--- config.mk ---
export PLATFORM = sky130hd
export DESIGN_NAME = instr_fetch_unit
export DESIGN_NICKNAME = d
export VERILOG_FILES = /design/src/rtl/riscv_fetch_pkg.sv /design/src/rtl/instr_fetch_unit_queue.sv /design/src/rtl/instr_fetch_unit.sv
export SDC_FILE = /design/constraint.sdc
export NUM_CORES = 1
export LEC_CHECK = 0
export CAP_MARGIN = 20
export CORE_ASPECT_RATIO = 0.75
export CORE_MARGIN = 2
export CORE_UTILIZATION = 40
export DETAILED_ROUTE_END_ITERATION = 7
export PLACE_DENSITY = 0.65
export RECOVER_POWER = 100
export SLEW_MARGIN = 40
export SYNTH_ARGS = -nofsm -noshare
export SYNTH_HDL_FRONTEND = slang
export SYNTH_SLANG_ARGS = --single-unit
--- constraint.sdc ---
create_clock -name clk -period 4.05 [get_ports clk]
set_input_delay 0.81 -clock clk [delete_from_list [all_inputs] [get_ports clk]]
set_output_delay 0.81 -clock clk [all_outputs]
set_load 0.005 [all_outputs]
--- src/rtl/riscv_fetch_pkg.sv ---
`default_nettype none
// ============================================================================
// Module      : riscv_fetch_pkg
// Description : Shared types and constants for the instruction fetch front end.
// Revision    : 1.0 - initial release
// ============================================================================
package riscv_fetch_pkg;

    localparam int XLEN        = 32;
    localparam int INSTR_BYTES = 4;

    // One queued instruction together with the address it was fetched from.
    typedef struct packed {
        logic [XLEN-1:0] pc;
        logic [XLEN-1:0] instr;
    } fetch_entry_t;

    // Sequential next-word address; wraps naturally at 32 bits.
    function automatic logic [XLEN-1:0] pc_incr(input logic [XLEN-1:0] pc);
        return pc + XLEN'(INSTR_BYTES);
    endfunction

endpackage
`default_nettype wire

--- src/rtl/instr_fetch_unit_queue.sv ---
`default_nettype none
// ============================================================================
// Module      : fetch_queue
// Description : Synchronous FIFO of fetch entries with push, pop, flush and an
//               occupancy count. Flush wins over push and pop in the same cycle.
// Revision    : 1.0 - initial release
// ============================================================================
module fetch_queue
    import riscv_fetch_pkg::*;
#(
    parameter int DEPTH = 4
) (
    input  logic                       clk,
    input  logic                       rst,
    input  logic                       i_push,
    input  fetch_entry_t               i_push_data,
    input  logic                       i_pop,
    input  logic                       i_flush,
    output fetch_entry_t               o_head,
    output logic [$clog2(DEPTH+1)-1:0] o_count
);

    localparam int c_PTR_W = $clog2(DEPTH);
    localparam int c_CNT_W = $clog2(DEPTH + 1);

    fetch_entry_t         r_mem [DEPTH];
    logic [c_PTR_W-1:0]   r_wr_ptr;
    logic [c_PTR_W-1:0]   r_rd_ptr;
    logic [c_CNT_W-1:0]   r_count;
    logic                 w_push;
    logic                 w_pop;
    logic                 w_full;

    assign w_full  = (r_count == c_CNT_W'(DEPTH));
    assign w_push  = i_push && !i_flush;
    assign w_pop   = i_pop && !i_flush && (r_count != '0);
    assign o_head  = r_mem[r_rd_ptr];
    assign o_count = r_count;

    // Pointer and occupancy bookkeeping; pointers wrap since DEPTH is a power of two.
    always_ff @(posedge clk) begin
        if (rst || i_flush) begin
            r_wr_ptr <= '0;
            r_rd_ptr <= '0;
            r_count  <= '0;
        end else begin
            if (w_push) begin
                r_wr_ptr <= r_wr_ptr + c_PTR_W'(1);
            end
            if (w_pop) begin
                r_rd_ptr <= r_rd_ptr + c_PTR_W'(1);
            end
            case ({w_push, w_pop})
                2'b10:   r_count <= r_count + c_CNT_W'(1);
                2'b01:   r_count <= r_count - c_CNT_W'(1);
                default: r_count <= r_count;
            endcase
        end
    end

    // Entry storage; contents are don't-care until written, so no reset.
    always_ff @(posedge clk) begin
        if (w_push) begin
            r_mem[r_wr_ptr] <= i_push_data;
        end
    end

    a_no_push_when_full: assert property (@(posedge clk) disable iff (rst) !(w_push && w_full));

endmodule
`default_nettype wire

--- src/rtl/instr_fetch_unit.sv ---
`default_nettype none
// ============================================================================
// Module      : instr_fetch_unit
// Description : Prefetching fetch stage. Issues sequential word fetches under a
//               credit limit, queues in-order responses, hands {pc, instr} to
//               the core, and flushes/restarts on a redirect while discarding
//               responses that belong to the abandoned path.
// Revision    : 1.0 - initial release
// ============================================================================
module instr_fetch_unit
    import riscv_fetch_pkg::*;
#(
    parameter logic [31:0] RESET_PC = 32'h0000_0000,
    parameter int          DEPTH    = 4
) (
    input  logic        clk,
    input  logic        reset,
    output logic        imem_req_valid,
    input  logic        imem_req_ready,
    output logic [31:0] imem_req_addr,
    input  logic        imem_rsp_valid,
    input  logic [31:0] imem_rsp_data,
    output logic        instr_valid,
    input  logic        instr_ready,
    output logic [31:0] instr_data,
    output logic [31:0] instr_pc,
    input  logic        redirect_valid,
    input  logic [31:0] redirect_pc
);

    localparam int c_CNT_W = $clog2(DEPTH + 1);

    logic [XLEN-1:0]    r_fetch_pc;
    logic [XLEN-1:0]    r_rsp_pc;
    logic [c_CNT_W-1:0] r_outstanding;
    logic [c_CNT_W-1:0] r_drop_cnt;

    logic [c_CNT_W-1:0] w_count;
    logic [c_CNT_W:0]   w_credit_used;
    logic [c_CNT_W-1:0] w_outstanding_next;
    logic [XLEN-1:0]    w_redirect_pc;
    logic               w_req_fire;
    logic               w_keep;
    logic               w_pop;
    fetch_entry_t       w_push_data;
    fetch_entry_t       w_head;

    // Queue slots plus in-flight requests may never exceed DEPTH, so every
    // response that is kept is guaranteed a free slot.
    assign w_credit_used  = {1'b0, w_count} + {1'b0, r_outstanding};
    assign imem_req_valid = !reset && (w_credit_used < (c_CNT_W+1)'(DEPTH));
    assign imem_req_addr  = r_fetch_pc;
    assign w_req_fire     = imem_req_valid && imem_req_ready;

    // Stale requests stay counted in outstanding until their response drains.
    assign w_outstanding_next = r_outstanding + c_CNT_W'(w_req_fire) - c_CNT_W'(imem_rsp_valid);
    assign w_redirect_pc      = redirect_pc & ~32'h0000_0003;

    // A response in the redirect cycle belongs to the old path and is dropped.
    assign w_keep = imem_rsp_valid && !redirect_valid && (r_drop_cnt == '0);

    assign instr_valid = !reset && (w_count != '0);
    assign w_pop       = instr_valid && instr_ready && !redirect_valid;
    assign instr_pc    = w_head.pc;
    assign instr_data  = w_head.instr;

    assign w_push_data = '{pc: r_rsp_pc, instr: imem_rsp_data};

    fetch_queue #(
        .DEPTH (DEPTH)
    ) u_queue (
        .clk         (clk),
        .rst         (reset),
        .i_push      (w_keep),
        .i_push_data (w_push_data),
        .i_pop       (w_pop),
        .i_flush     (redirect_valid),
        .o_head      (w_head),
        .o_count     (w_count)
    );

    // PC, credit and drop tracking; redirect overrides normal advance.
    always_ff @(posedge clk) begin
        if (reset) begin
            r_fetch_pc    <= RESET_PC;
            r_rsp_pc      <= RESET_PC;
            r_outstanding <= '0;
            r_drop_cnt    <= '0;
        end else if (redirect_valid) begin
            r_fetch_pc    <= w_redirect_pc;
            r_rsp_pc      <= w_redirect_pc;
            r_outstanding <= w_outstanding_next;
            r_drop_cnt    <= w_outstanding_next;
        end else begin
            if (w_req_fire) begin
                r_fetch_pc <= pc_incr(r_fetch_pc);
            end
            if (w_keep) begin
                r_rsp_pc <= pc_incr(r_rsp_pc);
            end
            r_outstanding <= w_outstanding_next;
            if (imem_rsp_valid && (r_drop_cnt != '0)) begin
                r_drop_cnt <= r_drop_cnt - c_CNT_W'(1);
            end
        end
    end

    a_outstanding_bound: assert property (@(posedge clk) disable iff (reset)
        r_outstanding <= c_CNT_W'(DEPTH));
    a_drop_bound: assert property (@(posedge clk) disable iff (reset)
        r_drop_cnt <= r_outstanding);

endmodule
`default_nettype wire

==> qor.txt <==
Pwr dens - 455 nW/um^2
Dpl cells - 1447
Largest net degree at the start of global routing - 63
Sequential-to-total area share from yosys stat - 0.666
Crit-path cells - clkbuf_4 > mux4_2 > dlygate4sd3_1
Worst min path class - reg -> reg
Mapped cell area - 13400 sq um
Die width - 216 um
Hold Buf Count CTS - 0
Vias in the first global route - 8395
Outcome - finished, violations left
Area growth from synthesis to layout - 23.7%
Post-Syn Area per Cell - 15.5 sq um
# setup viols final - 0
Reg2reg path depth - 5
Final wirelength - 31000 um
Crit start category - register
Initial DRC Count - 712
Global-route met3 utilization - 0.0381
Worst slew pin tran - 1.88 ns
GRT Total Usage - 0.179
Root Buffer - clkbuf_16
Synth Register Bits - 323
Initial antenna violation count - 1
Yosys warnings - 0
Fraction of final layout cells sized beyond drive strength 1 - 0.135
Reg-to-reg endpoint - u_queue.r_mem[3][12]$_DFFE_PP_
Final min period - 3.58 ns
Sw Ratio - 0.227
RSZ-0062 raised after global routing - false
Post-synthesis async set-or-reset flop share - 0
Max clock buf depth - 3
Routability cong. - 0.805
Num rows - 58
Crit path max fanout - 56
Max incr delay on CP - 0.79 ns
WP buf/inv - 2
Starting density of the core - 0.404
Clk pwr share - 0.398
Nets - 1119
GR Overflow Total - 0
Clock transition at path regs - 0.05 ns
DP Wirelength - 20100 um
IO Pins - 168
First-pass GRT wire length - 48600 um
EDFF count, synth - 248
GRT met2 Usage - 0.265
Worst EP required - 3.24 ns
TritonCTS clock tree - yes
Antenna viol nets, final - 0
Comb pwr share - 0.092
Flop pwr share - 0.510
Worst clock skew - 0.0174 ns
Crit path max-delay family - buffers and inverters
Post-Route Setup TNS - 0 ns
Max Slew Vio Count - 126
Netlist cell types - 68
Max Cap Viol - 2
DR DRC count - 0
Final Hold Vio Count - 0
GR Util met1 - 0.266
Ant diodes - 0
Sw Pwr - 1.72 mW
Die ar. - 35100 sq um
PortBufs - 161
Most common cell after layout, fill and taps aside - edfxtp_1
Most frequent cells in the layout - edfxtp_1 (248), dlygate4sd3_1 (82), clkdlybuf4s50_1 (78), dfxtp_1 (73), mux4_2 (62)
Core Footprint - 33300 sq um
Worst r2r src - r_drop_cnt[0]$_SDFFE_PP0P_
Arr. time, crit path - 2.77 ns
Final std cells w/o fill - 1511
Internal power - 5.84 mW
H-tree levels - 2
Period utilization - 0.884
Vias - 8368
P_leak - 5.38 nW
Reg2reg setup slack - 0.94 ns
Top FF cell, synth - edfxtp_1
Clock sink count - 323
Drt wl/cell - 20.5 um
Relative slew slack - -0.253
Die Ht - 163 um
GRT Max-Usage Layer - met1
DRT Pass-1 Iters - 5
Crit path capture type - output port
Number of buffers created by CTS - 35
Post-CTS Resized - 0
Clk_lat worst skew - 0.52 ns
Crit path max-delay cell type - clkbuf_4
Maximum vdd drop - 0.000212 V
Hold_sp - u_queue.r_wr_ptr[0]$_SDFFE_PP0P_
Peak Freq - 0.279 GHz
Worst Hold Depth - 2
Mapped Cells - 865
Failing checks - max-capacitance violations, max-slew violations
Post-CTS Setup Inserts - 0
Post-DR vias/cell - 5.54
Crit Path Category - reg -> out
Hold path endpoint - u_queue.r_wr_ptr[0]$_SDFFE_PP0P_
[metrics by stage]
step	instance area (sq um)	total power, mW	hold WS [ns]	util	worst slack (ns)
2_1_floorplan	13500	4.26	0.466	-	0.196
3_3_place_gp	15600	4.64	0.479	0.470	0.650
3_5_place_dp	15600	4.66	0.493	0.470	0.680
4_1_cts	16700	7.68	0.501	0.502	0.745
5_1_grt	16600	7.88	0.522	0.499	0.324
6_report	16600	7.56	0.498	0.499	0.470
[worst max-delay path by stage]
stage	startpoint	endpoint	slack, ns	cells past startpoint
final	register	instr_pc[10]	0.47	3
after floorplan	redirect_valid	u_queue.r_mem[3][0]$_DFFE_PP_	0.20	6
after global routing	register	instr_pc[23]	0.32	3
after CTS	register	instr_pc[13]	0.74	3
after detailed placement	reset	r_drop_cnt[2]$_SDFFE_PP0P_	0.68	10
after global placement	reset	r_drop_cnt[2]$_SDFFE_PP0P_	0.65	10
[registers in the layout (all words and copies together) (netlist names), named ones only]
name,flops
imem_req_addr,30
r_drop_cnt,3
u_queue.o_count,3
r_rsp_pc,30
u_queue.r_mem,248
u_queue.r_wr_ptr,2
r_outstanding,3
u_queue.r_rd_ptr,2
[cell usage after synthesis (all sizes together) (2+ instances only)]
cell / count / area, sq um
xor2: 11 / 96.3
fa: 2 / 40.0
nor2: 37 / 139
a21boi: 12 / 90.1
o211ai: 4 / 30.0
and3: 15 / 93.8
a21oi: 8 / 40.0
buf: 17 / 90.1
o21a: 26 / 195
ha: 13 / 163
edfxtp: 248 / 7450
nand2: 34 / 128
or4: 10 / 75.1
nor4: 20 / 140
nand3b: 2 / 15.0
inv: 18 / 67.6
nor3: 24 / 120
o21ai: 14 / 70.1
a2111oi: 3 / 32.5
a211o: 3 / 26.3
nand2b: 2 / 12.5
nor3b: 2 / 15.0
xnor2: 10 / 87.6
and2: 3 / 18.8
o31a: 22 / 193
nand3: 27 / 145
mux4: 62 / 1400
a31oi: 5 / 31.3
o311a: 2 / 20.0
or3: 5 / 32.5
or4b: 3 / 30.0
o31ai: 4 / 30.0
nor2b: 3 / 18.8
a311oi: 3 / 26.3
nor4b: 3 / 26.3
and4: 16 / 143
a311o: 2 / 20.0
or2: 4 / 25.0
dfxtp: 75 / 1500
clkbuf: 37 / 169
a211oi: 13 / 97.6
nand4: 26 / 175
[worst min-delay path, delay by kind of cell (launching register included)]
family | cells | cell delay, ns
AO/OA/AOI/OAI | 1 | 0.05
AND/OR/NAND/NOR | 1 | 0.07
flip-flops | 1 | 0.33
[per-layer routing]
metal  up-vias  part of all wire
li1       3842                 -
met1      4163              0.48
met2       314              0.43
met3        47             0.067
met4         2             0.021
met5         -           0.00048
[power by group through the flow]
stage	logic [mW]	clock network, mW	registers, mW
2_1_floorplan	0.375	0	3.88
3_3_place_gp	0.730	0	3.91
3_5_place_dp	0.738	0	3.92
4_1_cts	0.742	3.09	3.85
5_1_grt	0.766	3.23	3.88
6_report	0.699	3.01	3.86
[cells by family (layout without fill, tap and decap cells)]
group,Yosys count,in the layout,share of synthesized area
compound gates,131,131,0.0737
buf+inv,72,265,0.0243
flops,323,323,0.666
mux,63,63,0.105
xor+xnor,21,21,0.0137
simple gates,239,239,0.103
other cells,1,4,0.000279
fa+ha+maj,15,15,0.0151
[layout make-up]
cell class | count | area [sq um]
Clock buffer | 48 | 966
Clock inverter | 16 | 120
Fill cell | 2827 | 16700
Inverter | 18 | 67.6
Multi-Input combinational cell | 473 | 4170
Sequential cell | 323 | 8950
Tap cell | 450 | 563
Timing Repair Buffer | 183 | 1790
Power figures use the tool's default switching activity.
